--- config.mk ---
export PLATFORM = sky130hd
export DESIGN_NAME = apb4_rr_bridge
export DESIGN_NICKNAME = d
export VERILOG_FILES = /design/src/rtl/apb4_bridge_pkg.sv /design/src/rtl/apb4_rr_bridge_arbiter.sv /design/src/rtl/apb4_rr_bridge.sv
export SDC_FILE = /design/constraint.sdc
export NUM_CORES = 1
export LEC_CHECK = 0
export CAP_MARGIN = 20
export CELL_PAD_IN_SITES_DETAIL_PLACEMENT = 2
export CELL_PAD_IN_SITES_GLOBAL_PLACEMENT = 2
export CORE_ASPECT_RATIO = 1.1
export CORE_MARGIN = 1.5
export CORE_UTILIZATION = 22
export DETAILED_ROUTE_END_ITERATION = 7
export PLACE_DENSITY_LB_ADDON = 0.1
export RECOVER_POWER = 50
export SLEW_MARGIN = 20
export SYNTH_ARGS = -nofsm -noshare
export SYNTH_HDL_FRONTEND = slang
export SYNTH_HIERARCHICAL = 1
export SYNTH_SLANG_ARGS = --single-unit
--- constraint.sdc ---
create_clock -name PCLK -period 2.79 [get_ports PCLK]
set_clock_uncertainty 0.2 [all_clocks]
set_input_delay 0.279 -clock PCLK [delete_from_list [all_inputs] [get_ports PCLK]]
set_output_delay 0.279 -clock PCLK [all_outputs]
set_load 0.05 [all_outputs]
--- src/rtl/apb4_bridge_pkg.sv ---
// Shared types and constants for the APB4 round-robin requester bridge.
package apb4_bridge_pkg;

  // Bridge sequencing states.
  typedef enum logic [1:0] {
    IDLE   = 2'd0,
    SETUP  = 2'd1,
    ACCESS = 2'd2,
    DECERR = 2'd3
  } state_t;

  // Each peripheral owns one PERIPH_STRIDE-byte window; the peripheral
  // index is the address shifted right by IDX_LSB.
  localparam int PERIPH_STRIDE = 16;
  localparam int IDX_LSB       = $clog2(PERIPH_STRIDE);

  // Read data returned on decode errors and timeouts (sliced to DATA_WIDTH).
  localparam logic [31:0] ERR_RDATA = '1;

  // Width of an index into n items, never less than one bit.
  function automatic int idx_width(input int n);
    return (n > 1) ? $clog2(n) : 1;
  endfunction

endpackage

--- src/rtl/apb4_rr_bridge_arbiter.sv ---
// Round-robin arbiter: combinational grant search starting at a pointer,
// pointer advances past the winner whenever a grant is issued.
module rr_arbiter
  import apb4_bridge_pkg::*;
#(
  parameter int NUM_REQ = 2,
  parameter int PTR_W   = idx_width(NUM_REQ)
) (
  input  logic               PCLK,
  input  logic               PRESETn,
  input  logic               enable,
  input  logic [NUM_REQ-1:0] valid,
  output logic [NUM_REQ-1:0] grant,
  output logic [PTR_W-1:0]   winner,
  output logic               any_grant
);

  logic [PTR_W-1:0] ptr_q;
  logic [PTR_W-1:0] cand;
  logic             found;

  // First valid requester at or after the pointer, wrapping around.
  always_comb begin
    // NOTE: every variable written here gets a default first so no latch is inferred.
    found  = 1'b0;
    winner = '0;
    cand   = '0;
    for (int i = 0; i < NUM_REQ; i++) begin
      cand = PTR_W'((int'(ptr_q) + i) % NUM_REQ);
      if (!found && valid[cand]) begin
        found  = 1'b1;
        winner = cand;
      end
    end
  end

  assign any_grant = enable && found;
  assign grant     = any_grant ? (NUM_REQ'(1) << winner) : '0;

  // Pointer moves to the requester after the winner on every grant.
  always_ff @(posedge PCLK or negedge PRESETn) begin
    // NOTE: sequential state uses non-blocking assignments so all registers update together.
    if (!PRESETn) begin
      ptr_q <= '0;
    end else if (any_grant) begin
      ptr_q <= (winner == PTR_W'(NUM_REQ - 1)) ? '0 : winner + 1'b1;
    end
  end

endmodule

--- src/rtl/apb4_rr_bridge.sv ---
// APB4 requester bridge: round-robin shares one APB4 bus between NUM_REQ
// request ports, sequences SETUP/ACCESS, decodes one-hot PSEL from 16-byte
// windows, aborts stalled transfers and routes responses to the winner.
module apb4_rr_bridge
  import apb4_bridge_pkg::*;
#(
  parameter int NUM_REQ    = 2,
  parameter int NUM_PERIPH = 3,
  parameter int DATA_WIDTH = 32,
  parameter int ADDR_WIDTH = 32,
  parameter int TIMEOUT    = 16
) (
  input  logic                             PCLK,
  input  logic                             PRESETn,
  input  logic [NUM_REQ-1:0]               req_valid,
  input  logic [NUM_REQ*ADDR_WIDTH-1:0]    req_addr,
  input  logic [NUM_REQ-1:0]               req_write,
  input  logic [NUM_REQ*DATA_WIDTH-1:0]    req_wdata,
  input  logic [NUM_REQ*DATA_WIDTH/8-1:0]  req_strb,
  input  logic [NUM_REQ*3-1:0]             req_prot,
  output logic [NUM_REQ-1:0]               req_grant,
  output logic [NUM_REQ-1:0]               rsp_valid,
  output logic [DATA_WIDTH-1:0]            rsp_rdata,
  output logic                             rsp_err,
  output logic [ADDR_WIDTH-1:0]            PADDR,
  output logic [2:0]                       PPROT,
  output logic [NUM_PERIPH-1:0]            PSEL,
  output logic                             PENABLE,
  output logic                             PWRITE,
  output logic [DATA_WIDTH-1:0]            PWDATA,
  output logic [DATA_WIDTH/8-1:0]          PSTRB,
  input  logic [NUM_PERIPH*DATA_WIDTH-1:0] PRDATA,
  input  logic [NUM_PERIPH-1:0]            PREADY,
  input  logic [NUM_PERIPH-1:0]            PSLVERR
);

  localparam int PTR_W  = idx_width(NUM_REQ);
  localparam int SEL_W  = idx_width(NUM_PERIPH);
  localparam int STRB_W = DATA_WIDTH / 8;
  localparam int CNT_W  = $clog2(TIMEOUT + 1);

  state_t            state_q, state_d;
  logic              arb_en, arb_any;
  logic [PTR_W-1:0]  arb_winner;
  logic [PTR_W-1:0]  owner_q;
  logic [SEL_W-1:0]  sel_q;
  logic [CNT_W-1:0]  cnt_q;

  logic [ADDR_WIDTH-1:0] win_addr;
  logic                  win_write;
  logic [DATA_WIDTH-1:0] win_wdata;
  logic [STRB_W-1:0]     win_strb;
  logic [2:0]            win_prot;
  logic [ADDR_WIDTH-1:0] dec_idx;
  logic [SEL_W-1:0]      dec_sel;
  logic                  dec_ok;

  logic                  ready_sel, slverr_sel;
  logic [DATA_WIDTH-1:0] rdata_sel;
  logic                  done, abort;

  // Only the selected peripheral's handshake matters.
  assign ready_sel  = PREADY[sel_q];
  assign slverr_sel = PSLVERR[sel_q];
  assign rdata_sel  = PRDATA[int'(sel_q)*DATA_WIDTH +: DATA_WIDTH];

  assign done  = (state_q == ACCESS) && ready_sel;
  assign abort = (state_q == ACCESS) && !ready_sel && (cnt_q == CNT_W'(TIMEOUT - 1));

  // Arbitrate when idle or in the ACCESS cycle that completes; never during reset.
  assign arb_en = PRESETn && ((state_q == IDLE) || done);

  rr_arbiter #(
    .NUM_REQ (NUM_REQ),
    .PTR_W   (PTR_W)
  ) u_arb (
    .PCLK      (PCLK),
    .PRESETn   (PRESETn),
    .enable    (arb_en),
    .valid     (req_valid),
    .grant     (req_grant),
    .winner    (arb_winner),
    .any_grant (arb_any)
  );

  // Winner's request fields and address decode.
  assign win_addr  = req_addr[int'(arb_winner)*ADDR_WIDTH +: ADDR_WIDTH];
  assign win_write = req_write[arb_winner];
  assign win_wdata = req_wdata[int'(arb_winner)*DATA_WIDTH +: DATA_WIDTH];
  assign win_strb  = req_strb[int'(arb_winner)*STRB_W +: STRB_W];
  assign win_prot  = req_prot[int'(arb_winner)*3 +: 3];
  assign dec_idx   = win_addr >> IDX_LSB;
  assign dec_ok    = dec_idx < ADDR_WIDTH'(NUM_PERIPH);
  assign dec_sel   = dec_ok ? dec_idx[SEL_W-1:0] : '0;

  // State register.
  always_ff @(posedge PCLK or negedge PRESETn) begin
    if (!PRESETn) state_q <= IDLE;
    else          state_q <= state_d;
  end

  // Next-state logic.
  always_comb begin
    state_d = state_q;
    case (state_q)
      IDLE:    if (arb_any) state_d = dec_ok ? SETUP : DECERR;
      SETUP:   state_d = ACCESS;
      ACCESS: begin
        if (done)       state_d = arb_any ? (dec_ok ? SETUP : DECERR) : IDLE;
        else if (abort) state_d = IDLE;
      end
      DECERR:  state_d = IDLE;
      default: state_d = IDLE;
    endcase
  end

  // Registered APB and response outputs, plus transfer bookkeeping.
  always_ff @(posedge PCLK or negedge PRESETn) begin
    if (!PRESETn) begin
      PADDR     <= '0;
      PPROT     <= '0;
      PSEL      <= '0;
      PENABLE   <= 1'b0;
      PWRITE    <= 1'b0;
      PWDATA    <= '0;
      PSTRB     <= '0;
      rsp_valid <= '0;
      rsp_rdata <= '0;
      rsp_err   <= 1'b0;
      owner_q   <= '0;
      sel_q     <= '0;
      cnt_q     <= '0;
    end else begin
      rsp_valid <= '0;

      // Responses use the owner of the finishing transfer.
      if (done) begin
        rsp_valid <= NUM_REQ'(1) << owner_q;
        rsp_err   <= slverr_sel;
        rsp_rdata <= PWRITE ? '0 : rdata_sel;
      end else if (abort || (state_q == DECERR)) begin
        rsp_valid <= NUM_REQ'(1) << owner_q;
        rsp_err   <= 1'b1;
        rsp_rdata <= ERR_RDATA[DATA_WIDTH-1:0];
      end

      if (state_q == SETUP) PENABLE <= 1'b1;

      if ((state_q == ACCESS) && !ready_sel) cnt_q <= cnt_q + 1'b1;

      // Bus goes quiet when a transfer ends with nothing queued behind it.
      if ((done && !arb_any) || abort) begin
        PSEL    <= '0;
        PENABLE <= 1'b0;
      end

      // Latch a newly granted request; a bad decode leaves PSEL low.
      if (arb_any) begin
        PADDR   <= win_addr;
        PPROT   <= win_prot;
        PWRITE  <= win_write;
        PWDATA  <= win_wdata;
        PSTRB   <= win_strb;
        PSEL    <= dec_ok ? (NUM_PERIPH'(1) << dec_sel) : '0;
        PENABLE <= 1'b0;
        owner_q <= arb_winner;
        sel_q   <= dec_sel;
        cnt_q   <= '0;
      end
    end
  end

endmodule
* After elaboration in Yosys (flattened, before gate mapping)
Index checks and enable logic that the tools add are counted.
Operators by class: shift-type cells 8, divide/modulo/power cells 0, $mul 1, eq/ne operators 6, reductions and logical operators 19, order comparisons 5, add/sub/neg operators 3, multiplexer cells 38, bitwise logic cells 0
Operators with widths (count):
- $shiftx 64x7->32 | 2
- $mux 32 | 3
- $shiftx 96x8->32 | 1
- $lt 28x2->1 const B | 1
- $mux 1 | 18
- $mux 2 | 9
- $mux 5 | 2
- $mux 3 | 3
- $pmux 2 s4 | 1
- $shiftx 8x4->4 | 1
- $logic_and 1x1->1 | 7
- $lt 1x2->1 const B | 3
- $reduce_bool 2->1 | 3
- $shiftx 6x4->3 | 1
- $add 5x1->5 const B | 1
- $eq 5x4->1 const B | 1
- $bmux 1 s2 | 2
- $eq 2x2->1 const B | 2
- $shl 1x1->2 const A | 2
- $logic_not 1->1 | 3
- $logic_or 1x1->1 | 3
- $lt 2x3->1 const B | 1
- $mul 1x2->3 const B | 1
- $ne 3x3->1 const B | 1
- 7 further kinds | 8
Storage, ports and cells: output and inout bits 113, word-level logic and storage cells 95, flip-flop bits (word level) 122, bits in latches 0, memories kept 0, input bits 250, bits in read-only memories 0, memory bits (writable) 0

* Longest topological paths before layout
depth after elaboration 12, depth in mapped cells 10, mapped depth without buffers 8

* Hierarchy
The synthesis kept the hierarchy.
Modules (own cells, without submodules):
- apb4_rr_bridge | cells each 602, area an instance 6214.7 um2, instances 1
- rr_arbiter | cells each 9, area an instance 71.3 um2, instances 1

* Worst setup path before layout
OpenSTA, ideal clock, no wires.
kind register to output, start reg sel_q[1], end out req_grant[0], slack 0.239 ns, arrival 2.072 ns, path buffers 1, cell stages (with the launch flop) 8, path through dfrtp_1 -> buf_2 -> mux2i_1 -> o21a_1 -> a21oi_1 -> and2_1 -> nand2_1 -> a21oi_1
On the way: longest elaborated chain between the ends 7
RTL lines:
- start, declared | line apb4_rr_bridge.sv:46 | logic [SEL_W-1:0] sel_q;
- start signal, assigned | line apb4_rr_bridge.sv:167 | sel_q <= dec_sel;
- $bmux 1 s2 | line apb4_rr_bridge.sv:63 | assign ready_sel = PREADY[sel_q];
- $mux 1 (implied by the code) | line apb4_rr_bridge.sv:63
- $logic_and 1x1->1 | line apb4_rr_bridge.sv:67 | assign done = (state_q == ACCESS) && ready_sel;
- $logic_or 1x1->1 | line apb4_rr_bridge.sv:71 | assign arb_en = PRESETn && ((state_q == IDLE) || done);
- $logic_and 1x1->1 | line apb4_rr_bridge.sv:71
- net arb_en | line apb4_rr_bridge.sv:43 | logic arb_en, arb_any;
- $logic_and 1x1->1 | line apb4_rr_bridge_arbiter.sv:37 | assign any_grant = enable && found;
- $mux 2 | line apb4_rr_bridge_arbiter.sv:38 | assign grant = any_grant ? (NUM_REQ'(1) << winner) : '0;
- end, declared | line apb4_rr_bridge.sv:21 | output logic [NUM_REQ-1:0] req_grant,
The timed path passes the listed nets, and every way through them passes these cells. The select of a mux whose other input is x is not followed.

* Worst setup path in the final report
start reg u_arb.ptr_q, end reg state_q[1]
On the way: longest elaborated chain between the ends 12, elaborated cells between the ends (all ways) 21, classes of those cells add/sub: 1; order compare: 1; eq/ne: 1; shift: 1; mux: 13; reduce/logical: 4
RTL lines:
- start, declared | line apb4_rr_bridge_arbiter.sv:18 | logic [PTR_W-1:0] ptr_q;
- start signal, assigned | line apb4_rr_bridge_arbiter.sv:46 | ptr_q <= (winner == PTR_W'(NUM_REQ - 1)) ? '0 : winner + 1'b1;
- $mux 1 (implied by the code) (2 in a row) | line apb4_rr_bridge_arbiter.sv:30 | if (!found && valid[cand]) begin
- $mux 1 | line apb4_rr_bridge_arbiter.sv:30
- $logic_not 1->1 | line apb4_rr_bridge_arbiter.sv:30
- $logic_and 1x1->1 | line apb4_rr_bridge_arbiter.sv:30
- $mux 1 * | line apb4_rr_bridge_arbiter.sv:30
- net arb_winner | line apb4_rr_bridge.sv:44 | logic [PTR_W-1:0] arb_winner;
- $shiftx 64x7->32 * | line apb4_rr_bridge.sv:87 | assign win_addr = req_addr[int'(arb_winner)*ADDR_WIDTH +: ADDR_WIDTH];
- $lt 28x2->1 * | line apb4_rr_bridge.sv:93 | assign dec_ok = dec_idx < ADDR_WIDTH'(NUM_PERIPH);
- $mux 2 * | line apb4_rr_bridge.sv:106, apb4_rr_bridge.sv:109
- $mux 2 (2 in a row) | line apb4_rr_bridge.sv:109 | if (done) state_d = arb_any ? (dec_ok ? SETUP : DECERR) : IDLE;
- $pmux 2 s4 * | line apb4_rr_bridge.sv:105 | case (state_q)
- end signal, assigned | line apb4_rr_bridge.sv:99 | else state_q <= state_d;
- end, declared | line apb4_rr_bridge.sv:42 | state_t state_q, state_d;
Mark *: on every way through the listed nets, which the timed path passes. The rest lies on a longest branch. The select of a mux whose other input is x is not followed. A chain may end at the register's enable or synchronous reset.

==> flow_summary.ini <==
[detailed_routing]
drtIter0Drc = 173
wl_per_cell_um = 19.77
wl_mm = 26.54
vias = 6288
ant_nets = 0
drt_first_pass_iters = 4
route.detailed.drc = 0
viasPerCell = 4.686

[setup_path]
max_stage_delay_ns = 0.45
required_ns = 2.89
cp-start-kind = flip-flop
rr_worst_depth = 7
timing.critical_path.slowest_stage_cell = a221o_1
critPathKind = reg -> reg
cp_max_fo = 7
arrival_ns = 2.70
r2r-start = u_arb/ptr_q
endpoint_kind = flip-flop
reg2reg_setup_slack_ns = 0.18
crit_start = u_arb/ptr_q
crit_chain = nand2b_1, and2_4, buf_4, nor4_1, nand4_1, a221o_1, o311a_1

[placement]
dp_hpwl_mm = 20.93
pre_cts_ws_ns = -0.06594
gp_congestion = 0.7612
io_buffers = 362

[sta]
final.setup.tns_ns = 0
slew_violations = 124
slew_headroom = -0.09739
finalCriticalPeriod_ns = 2.606
rsz0062_at_grt = no
finalWorstSetupSlack_ns = 0.1840
fmax_mhz = 383.7
fin_crit_sh = 0.9340
setup-violations-final = 0
tightest_slew_ns = 1.646
hold_viol = 0

[power_and_ir_drop]
power_switching_share = 0.4621
clkPwrFrac = 0.207
netSwitchingPower_mw = 5.299
seqPwrFrac = 0.258
p_int_mw = 6.169
combPwrFrac = 0.535
pwr_density_cell_nw_per_um2 = 1037
leakagePower_nw = 4.324
ir_worst_vdd_uv = 409.5

[clock_network]
cts_sinks = 122
cts_buffers = 17
ctsLongestPathBuffers = 2
htreeDepth = 4
root_buffer = clkbuf_16
cts_tree = done
post_cts_buffers = 0
worstSkewPairLatency_ns = 0.41
clk_pin_slew_worst_paths_ns = 0.06

[logic_synthesis]
syn_area_per_cell_um2 = 10.29
syn_area_um2 = 6286
synthesis.nets = 863
synthCells = 611
synth-warning-count = 6
ys_seq_area_frac = 0.4857
ys_ff_latch = 122
synth_cell_types = 42

[die]
placement_rows = 64
start_util = 0.2249
die-area_um2 = 29600
coreArea_um2 = 27950
io_pins = 363
die_height_um = 180.3
die_w_um = 164.2

[global_routing]
track_usage = 0.1779
gr-total-overflow = 0
grt_pass1_wl_mm = 40.30
grt_max_degree = 65
grt_pass1_vias = 7377
met3_usage = 0.06444
use_met1 = 0.1861
antenna_found_initial = 0
grt-busiest-layer = met2
met2_usage = 0.3322

[cells_and_area]
drive_gt1_frac = 0.06844
syn2layout_area_growth_pct = 75.98
nNetsFinal = 1221
diodes = 0

[min_path]
min_from = owner_q
worstHoldPathType = reg -> reg
hold_depth = 1

[run_status]
failed_checks = max-capacitance violations, max-slew violations
status = complete, but fails checks

[flow_run]
cap_viol_max_count = 2
[layout by cell type, fill, tap and decap left out, drive strengths merged, types with 6 or more instances in the layout]
master and n:
o211ai 34, dlygate4sd3 55, a2bb2oi 32, a21oi 80, nor4 6, nor2 77, inv 7, buf 29
clkbuf 26, mux2i 106, nand2 9, clkdlybuf4s50 304, dfrtp 122, o21a 36
[worst max-delay path: cells and delay by family, from the launching register on]
family / cells / cell delay (ns)
flip-flops: 1 / 0.42
AO/OA/AOI/OAI: 2 / 0.82
AND/OR/NAND/NOR: 4 / 0.88
buffers and inverters: 1 / 0.17
[synthesized netlist by cell type, drive strengths merged]
| cell | instances | area share |
|---|---|---|
| xor2 | 2 | 0.0028 |
| a311oi | 1 | 0.0014 |
| or4b | 1 | 0.0016 |
| or4 | 1 | 0.0012 |
| clkbuf | 37 | 0.022 |
| a211oi | 1 | 0.0012 |
| a31oi | 1 | 0.0010 |
| o211ai | 34 | 0.041 |
| mux2 | 1 | 0.0018 |
| o31ai | 2 | 0.0024 |
| nand3b | 1 | 0.0012 |
| inv | 7 | 0.0042 |
| o21ai | 3 | 0.0024 |
| ha | 2 | 0.0040 |
| o2111ai | 2 | 0.0028 |
| and2 | 4 | 0.0040 |
| dfrtp | 122 | 0.49 |
| nor3 | 4 | 0.0032 |
| and3 | 2 | 0.0020 |
| nor2 | 77 | 0.046 |
| o32ai | 3 | 0.0042 |
| nand4 | 4 | 0.0040 |
| nor4 | 6 | 0.0060 |
| o21a | 36 | 0.043 |
| nor2b | 3 | 0.0030 |
| nand2b | 1 | 0.0010 |
| mux2i | 106 | 0.17 |
| a21oi | 80 | 0.064 |
| a21o | 1 | 0.0012 |
| nor4b | 2 | 0.0028 |
| o22a | 1 | 0.0014 |
| buf | 16 | 0.012 |
| o311a | 1 | 0.0016 |
| nand2 | 9 | 0.0054 |
| a2bb2oi | 32 | 0.045 |
| nand3 | 2 | 0.0016 |
| o31a | 1 | 0.0014 |
| or3 | 1 | 0.0010 |
| a221o | 1 | 0.0016 |
[final timing paths]
path | to
worst min register to register | rsp_valid[0]
worst max-delay path | state_q[1]
max in group asynchronous | rsp_rdata[31]
worst max register to register | state_q[1]
worst min-delay path | rsp_valid[0]
min in group asynchronous | state_q[0]
[cells by family after synthesis]
group	count (synthesis)	synth area share
XOR/XNOR	2	0.002787
multiplexers	107	0.1706
AND/OR/NAND/NOR	118	0.08380
adder cells (fa/ha/maj)	2	0.003980
flip-flops	122	0.4857
AO/OA/AOI/OAI	200	0.2144
buffers and inverters	60	0.03881
[power groups by stage]
stage / logic [mW] / registers [mW] / clock network, mW
after floorplan: 1.33 / 5.42 / 0
after detailed placement: 6.36 / 3.00 / 0
after global placement: 6.22 / 2.96 / 0
after global routing: 6.47 / 3.07 / 2.52
after CTS: 6.38 / 3.00 / 2.44
final: 6.14 / 2.96 / 2.37
[per-stage QoR]
step           utilization  hold slack, ns  power [mW]  std cells  instance area (um2)
5_1_grt             0.3958          0.2891       12.06       1342                11060
3_3_place_gp        0.3734          0.2319       9.178       1312                10440
4_1_cts             0.3961          0.2558       11.82       1342                11070
6_report            0.3958          0.2556       11.47       1342                11060
2_1_floorplan            -         -0.2166       6.752        611                 6286
3_5_place_dp        0.3734          0.2448       9.360       1312                10440
[registers in the layout (all words and copies together), names as in the netlist, 2 cells and up]
name	cells
state_q	2
PWDATA	32
PSEL	3
sel_q	2
rsp_rdata	32
PPROT	3
cnt_q	5
PADDR	32
rsp_valid	2
PSTRB	4
[metal layers]
metal	vias to the layer above	share of wire
li1	2954	-
met1	3088	0.37
met2	224	0.53
met3	22	0.089
met4	0	0.013
met5	-	0
[final cells by class]
type / instances / area [um2]
fillers: 2984 / 16880
repair buffers: 392 / 3891
flip-flops and latches: 122 / 3053
multi-input cells: 429 / 3013
clock buffers: 22 / 484.2
well taps: 363 / 454.2
clock inverters: 7 / 140.1
inverters: 7 / 26.28
[what timing repair did]
action / 4_1_cts / 5_1_grt
endpoints found under the setup margin: 0 / 1
resized for setup: 0 / 2
hold buffers: 1 / 0
endpoints found under the hold margin: 122 / 0
Power figures use the tool's default switching activity.
